**config.mk**
```make
export PLATFORM = sky130hd
export DESIGN_NAME = frame_scan_plotter_flat
export DESIGN_NICKNAME = d
export VERILOG_FILES = /design/src/rtl/frame_scan_plotter_if.sv /design/src/rtl/frame_scan_plotter.sv /design/src/flat_wrapper.sv
export SDC_FILE = /design/constraint.sdc
export NUM_CORES = 1
export LEC_CHECK = 0
export CAP_MARGIN = 20
export CORE_MARGIN = 4
export CORE_UTILIZATION = 55
export DETAILED_ROUTE_END_ITERATION = 6
export DONT_BUFFER_PORTS = 1
export PLACE_DENSITY = 0.74
export SLEW_MARGIN = 40
export SYNTH_ARGS = -nofsm -noshare
export SYNTH_HDL_FRONTEND = slang
export SYNTH_SLANG_ARGS = --single-unit
```
**constraint.sdc**
```tcl
create_clock -name clk -period 1.7 [get_ports clk]
set_input_delay 0.34 -clock clk [delete_from_list [all_inputs] [get_ports clk]]
set_output_delay 0.34 -clock clk [all_outputs]
set_load 0.005 [all_outputs]
```
**src/rtl/frame_scan_plotter_if.sv**
```systemverilog
// frame_scan_plotter_if: VGA plot bus between the scan plotter and the VGA adapter
// Signals: x/y scan coordinate, color pixel colour, plot pixel valid (master),
//          plot_ready pixel accepted (slave).
interface frame_scan_plotter_if #(
    parameter int COORD_W = 8,
    parameter int COLOR_W = 3
);
    logic [COORD_W-1:0] x;
    logic [COORD_W-1:0] y;
    logic [COLOR_W-1:0] color;
    logic               plot;
    logic               plot_ready;
    modport master (output x, y, color, plot, input plot_ready);
    modport slave  (input x, y, color, plot, output plot_ready);
endinterface

```
**src/rtl/frame_scan_plotter.sv**
```systemverilog
// frame_scan_plotter: per-frame raster scanner feeding the VGA plot bus with ready/valid back-pressure
// Ports: clk, reset (sync, high), enable (freeze when low), frame_start (tick),
//        snap_in/snap_out (game-state snapshot), color_in (renderer colour for x/y),
//        busy, frame_done, overrun (status), vga (plot bus master: x, y, color, plot, plot_ready).
// Optional macro FRAME_SCAN_WINDOW_EN adds win_x0/win_y0/win_x1/win_y1 scan window inputs.
module frame_scan_plotter #(
    parameter int                 COORD_W    = 8,
    parameter int                 X_MAX      = 159,
    parameter int                 Y_MAX      = 119,
    parameter int                 COLOR_W    = 3,
    parameter int                 SNAP_W     = 40,
    parameter logic [SNAP_W-1:0]  SNAP_RESET = '0,
    parameter int                 COLOR_LAT  = 1,
    parameter logic [COLOR_W-1:0] BG_COLOR   = '0
) (
    input  logic               clk,
    input  logic               reset,
    input  logic               enable,
    input  logic               frame_start,
    input  logic [SNAP_W-1:0]  snap_in,
    output logic [SNAP_W-1:0]  snap_out,
    input  logic [COLOR_W-1:0] color_in,
    output logic               busy,
    output logic               frame_done,
    output logic               overrun,
`ifdef FRAME_SCAN_WINDOW_EN
    input  logic [COORD_W-1:0] win_x0,
    input  logic [COORD_W-1:0] win_y0,
    input  logic [COORD_W-1:0] win_x1,
    input  logic [COORD_W-1:0] win_y1,
`endif
    frame_scan_plotter_if.master vga
);
    typedef enum logic [1:0] {IDLE, SETTLE, PLOT} state_t;
    localparam logic [3:0]         LAT1 = 4'(COLOR_LAT - 1);
    localparam logic [COORD_W-1:0] XM   = COORD_W'(X_MAX);
    localparam logic [COORD_W-1:0] YM   = COORD_W'(Y_MAX);
    state_t             state_q, state_d;
    logic [3:0]         cnt_q, cnt_d;
    logic [COORD_W-1:0] x_q, x_d, y_q, y_d;
    logic [COLOR_W-1:0] color_q, color_d;
    logic               plot_q, plot_d, busy_q, busy_d, done_q, done_d, ovr_q, ovr_d;
    logic [SNAP_W-1:0]  snap_q, snap_d;
    // xo/yo: first pixel of a new frame; xs: column a row wraps to; xe/ye: last pixel
    logic [COORD_W-1:0] xo, yo, xs, xe, ye;
    // nil: the accepted frame covers no pixels and finishes straight from SETTLE
    logic               nil;
    wire                start = enable && frame_start && state_q == IDLE;
`ifdef FRAME_SCAN_WINDOW_EN
    logic [COORD_W-1:0] wx0_q, wx1_q, wy1_q;
    logic               empty_q;
    wire                bad = win_x1 < win_x0 || win_y1 < win_y0 || win_x1 > XM || win_y1 > YM;
    always_ff @(posedge clk) begin
        if (reset) begin
            wx0_q   <= '0;
            wx1_q   <= XM;
            wy1_q   <= YM;
            empty_q <= 1'b0;
        end else if (start) begin
            wx0_q   <= win_x0;
            wx1_q   <= win_x1;
            wy1_q   <= win_y1;
            empty_q <= bad;
        end
    end
    assign xo  = win_x0;
    assign yo  = win_y0;
    assign xs  = wx0_q;
    assign xe  = wx1_q;
    assign ye  = wy1_q;
    assign nil = empty_q;
`else
    assign xo  = '0;
    assign yo  = '0;
    assign xs  = '0;
    assign xe  = XM;
    assign ye  = YM;
    assign nil = 1'b0;
`endif
    always_comb begin
        state_d = state_q;
        cnt_d   = cnt_q;
        x_d     = x_q;
        y_d     = y_q;
        color_d = color_q;
        plot_d  = plot_q;
        busy_d  = busy_q;
        done_d  = done_q;
        ovr_d   = ovr_q;
        snap_d  = snap_q;
        if (enable) begin
            done_d = 1'b0;
            ovr_d  = frame_start && state_q != IDLE;
            if (start) begin
                snap_d  = snap_in;
                x_d     = xo;
                y_d     = yo;
                cnt_d   = LAT1;
                busy_d  = 1'b1;
                state_d = SETTLE;
            end else if (state_q == SETTLE) begin
                if (nil) begin
                    busy_d  = 1'b0;
                    done_d  = 1'b1;
                    state_d = IDLE;
                end else if (cnt_q != 4'd0) begin
                    cnt_d = cnt_q - 4'd1;
                end else begin
                    color_d = color_in;
                    plot_d  = 1'b1;
                    state_d = PLOT;
                end
            end else if (state_q == PLOT && vga.plot_ready) begin
                plot_d = 1'b0;
                if (x_q == xe && y_q == ye) begin
                    busy_d  = 1'b0;
                    done_d  = 1'b1;
                    state_d = IDLE;
                end else begin
                    x_d     = x_q == xe ? xs : x_q + 1'b1;
                    y_d     = x_q == xe ? y_q + 1'b1 : y_q;
                    cnt_d   = LAT1;
                    state_d = SETTLE;
                end
            end
        end
    end
    always_ff @(posedge clk) begin
        if (reset) begin
            state_q <= IDLE;
            cnt_q   <= '0;
            x_q     <= '0;
            y_q     <= '0;
            color_q <= BG_COLOR;
            plot_q  <= 1'b0;
            busy_q  <= 1'b0;
            done_q  <= 1'b0;
            ovr_q   <= 1'b0;
            snap_q  <= SNAP_RESET;
        end else begin
            state_q <= state_d;
            cnt_q   <= cnt_d;
            x_q     <= x_d;
            y_q     <= y_d;
            color_q <= color_d;
            plot_q  <= plot_d;
            busy_q  <= busy_d;
            done_q  <= done_d;
            ovr_q   <= ovr_d;
            snap_q  <= snap_d;
        end
    end
    assign vga.x      = x_q;
    assign vga.y      = y_q;
    assign vga.color  = color_q;
    assign vga.plot   = plot_q;
    assign busy       = busy_q;
    assign frame_done = done_q;
    assign overrun    = ovr_q;
    assign snap_out   = snap_q;
endmodule

```
**src/flat_wrapper.sv**
```systemverilog
// flat-port wrapper written by rule: the top's interface ports become plain ports
module frame_scan_plotter_flat 
#(
    parameter int                 COORD_W    = 8,
    parameter int                 X_MAX      = 159,
    parameter int                 Y_MAX      = 119,
    parameter int                 COLOR_W    = 3,
    parameter int                 SNAP_W     = 40,
    parameter logic [SNAP_W-1:0]  SNAP_RESET = '0,
    parameter int                 COLOR_LAT  = 1,
    parameter logic [COLOR_W-1:0] BG_COLOR   = '0
)
  (clk, reset, enable, frame_start, snap_in, snap_out, color_in, busy, frame_done, overrun, vga_x, vga_y, vga_color, vga_plot, vga_plot_ready);
  frame_scan_plotter_if #(.COORD_W(COORD_W), .COLOR_W(COLOR_W)) vga_i ();
  input  logic clk;
  input  logic reset;
  input  logic enable;
  input  logic frame_start;
  input  logic [SNAP_W-1:0] snap_in;
  output logic [SNAP_W-1:0] snap_out;
  input  logic [COLOR_W-1:0] color_in;
  output logic busy;
  output logic frame_done;
  output logic overrun;
  output wire logic [$bits(vga_i.x)-1:0] vga_x;
  output wire logic [$bits(vga_i.y)-1:0] vga_y;
  output wire logic [$bits(vga_i.color)-1:0] vga_color;
  output wire logic [$bits(vga_i.plot)-1:0] vga_plot;
  input wire logic [$bits(vga_i.plot_ready)-1:0] vga_plot_ready;
  assign vga_x = vga_i.x;
  assign vga_y = vga_i.y;
  assign vga_color = vga_i.color;
  assign vga_plot = vga_i.plot;
  assign vga_i.plot_ready = vga_plot_ready;
  frame_scan_plotter #(.COORD_W(COORD_W), .X_MAX(X_MAX), .Y_MAX(Y_MAX), .COLOR_W(COLOR_W), .SNAP_W(SNAP_W), .SNAP_RESET(SNAP_RESET), .COLOR_LAT(COLOR_LAT), .BG_COLOR(BG_COLOR)) u_core (.clk(clk), .reset(reset), .enable(enable), .frame_start(frame_start), .snap_in(snap_in), .snap_out(snap_out), .color_in(color_in), .busy(busy), .frame_done(frame_done), .overrun(overrun), .vga(vga_i));
endmodule
```
==> metrics, run 1 <==
worst reg2reg setup slack=0.03 ns; Worst EP arrival=1.92 ns; Hold Path Class=in2reg; CP max FO=5; input/output buffers=0; n_diodes=0; cell row count=25; sw frac=0.2373; fin area=3425 sq um; initial core utilization=0.5858; Mapped Nets=392; CP Launch Type=flop; hold_ws=0.06677 ns; total CTS buffers=9; Top Family by Delay on Critical Path=simple AND/OR/NAND/NOR gates; number of antenna violations at the first check in global routing=0; commonest non-fill, non-tap cell in the layout=nand2_1; power per cell area=approximately 930 nW/um^2; Place WS=-0.03926 ns; Yosys reg bits=between 60 and 70; CTS tree=built; Slew @ Worst Pin=0.5845 ns; Crit path required time=1.95 ns; Syn Area/Cell=8.354 sq um; vias in the first global route=2423; CP endpoint kind=flop; clock sinks=69; crit-path most repeated cell=buf_4; number of synthesized flops with an enable pin=0; Final period util=0.9845; via count=2507; overall routing resource usage=0.2293; Final Hold Viols=0; hold_buf cts=0; antenna viol nets, final=0; Post-synth ARST share=0; nets=419; fraction of layout cells with a size suffix above 1=0.2129; LEAKAGE=1.210 nW; WS Path Type=reg2reg; DR WL/cell=16.48 um; drt total wl=7.218 mm; register area share after synthesis=0.4863; sequential share of power=0.542; status=complete, no violations; ys flop type=dfxtp_1; setup ws final=between 0.02 and 0.03 ns; Mapped Area=roughly 2800 sq um; DP Wirelength=between 4 and 5 mm; critical path's slowest cell=dfxtp_2; worst skew pair latency=about 0.34 ns; synthesis-to-finish area growth=20.57%; clock share of power=0.389; CTS root buffer=clkbuf_8; clk_skew=0.008170 ns; WP buf/inv=2; Congestion Overflow GR=0; Max-cap violations=0; Crit path largest cell delay=between 0.3 and 0.4 ns; FF+latch area=1388 sq um; final RePlAce weighted congestion=0.7893; fmax=0.5975 GHz; drt pass-1 iters=4; die area=approximately 6400 sq um; min Tclk post-route=1.674 ns; drt drc=0; area occupied by multi-input gates=~1500 sq um; CORE AREA=4848 sq um; Fill cells=400; Gate power share=0.069; die height=79.86 um; final setup vio count=0; clk buf depth=2; switching power of the nets=0.7551 mW; fin. max-slew vios=0; Vias/cell=~5.7; critical path cell sequence=nand4bb_1, buf_4, nor4_4, buf_4, a221oi_4, a311oi_2; first-pass GRT wire length=11.51 mm; initial drt markers=133; most frequent cells in the layout=89 x nand2_1, 64 x dfxtp_1, 60 x a21oi_1, 35 x buf_4, 13 x o21ai_0; # IOs=around 110; Unique masters post-synth=43; Die W=79.86 um; synth warn=0; Mapped Cells=340; IR drop worst, VDD=around 0.59 mV; Internal=2.427 mW; CTS H-tree depth=3; clock slew at reported path FFs=approximately 0.07 ns; Placed Area=3093 sq um; Slew headroom=0.6062; largest net degree at the start of global routing=57
## layer usage
layer  vias up  wire length, um  GRT usage
li1       1244                -          -
met1      1153             2949     0.2772
met2       104             3366     0.3573
met3         6              842    0.09368
met4         0               59     0.1014
met5         -                0          0
## cell type report
class                      count  area share
clock inverter                 5     0.01535
multi-input combinational    243      0.4311
sequential                    69      0.4052
clock buffer                  10     0.03727
tap                           67     0.02448
timing repair buffer          35     0.07673
inverter                       9    0.009865
## synth_stat cells, drive strengths merged (4+ instances only)
library cell / count / area share
mux2i: 4 / 0.014
nand2: 89 / 0.12
o31ai: 7 / 0.019
o21ai: 14 / 0.025
inv: 9 / 0.012
or3: 6 / 0.013
dfxtp: 69 / 0.49
clkbuf: 15 / 0.020
ha: 4 / 0.018
buf: 4 / 0.011
nand3: 11 / 0.021
or4: 5 / 0.013
a21oi: 60 / 0.11
nor2: 8 / 0.011
## state kept, by name (all words and copies together) (netlist names)
signal and cells:
u_core.overrun 1, u_core.vga.color 3, u_core.busy 1, u_core.state_q 2
u_core.snap_out 40, u_core.vga.y 8, u_core.cnt_q 4, u_core.vga.x 8
u_core.frame_done 1, u_core.vga.plot 1
## power groups by stage
stage | sequential (mW) | combinational, mW | clock [mW]
final | 1.72 | 0.219 | 1.24
after global routing | 1.73 | 0.252 | 1.35
after global placement | 1.76 | 0.199 | 0
after CTS | 1.73 | 0.209 | 1.28
after detailed placement | 1.76 | 0.207 | 0
after floorplan | 1.75 | 0.174 | 0
## path summary, 6_finish.rpt
kind | from | cells after the start | to
max reg2reg | u_core.vga.x[6] | 6 | u_core.cnt_q[3]
min reg2reg | u_core.snap_out[4] | 2 | u_core.snap_out[4]
max | u_core.vga.x[6] | 6 | u_core.cnt_q[3]
min | reset | 1 | u_core.state_q[0]
## stage by stage
stage | util | cells | TNS, ns | power, mW
floorplan | - | 340 | 0 | 1.921
global placement | 0.6379 | 418 | 0 | 1.960
detailed placement | 0.6379 | 418 | -0.1080 | 1.968
CTS | 0.6805 | 433 | 0 | 3.212
global route | 0.7063 | 438 | -0.3163 | 3.335
finish | 0.7063 | 438 | 0 | 3.182
## logic make-up after synthesis
group | share of synthesized area
DFF | 0.4863
AOI/OAI and AO/OA | 0.1912
muxes | 0.01410
buffers and inverters | 0.04317
adders and majority gates | 0.01762
and+or+nand+nor | 0.2476
## what timing repair did
item                                    CTS  global route
resized for setup                         3            20
buffers inserted                          0             5
endpoints found under the hold margin     0             0
endpoints found under the setup margin    4            20
pin swaps                                 0             5
Power figures use the tool's default switching activity.
==> run 2, diff against run 1 <==
--- a/config.mk
+++ b/config.mk
@@ -5,7 +5,7 @@
 export SDC_FILE = /design/constraint.sdc
 export NUM_CORES = 1
 export LEC_CHECK = 0
-export CAP_MARGIN = 20
+export CAP_MARGIN = 25
 export CORE_MARGIN = 4
 export CORE_UTILIZATION = 55
 export DETAILED_ROUTE_END_ITERATION = 6
==> results of run 2 <==
Final layout, timing and power as in run 1 (identical DEF).
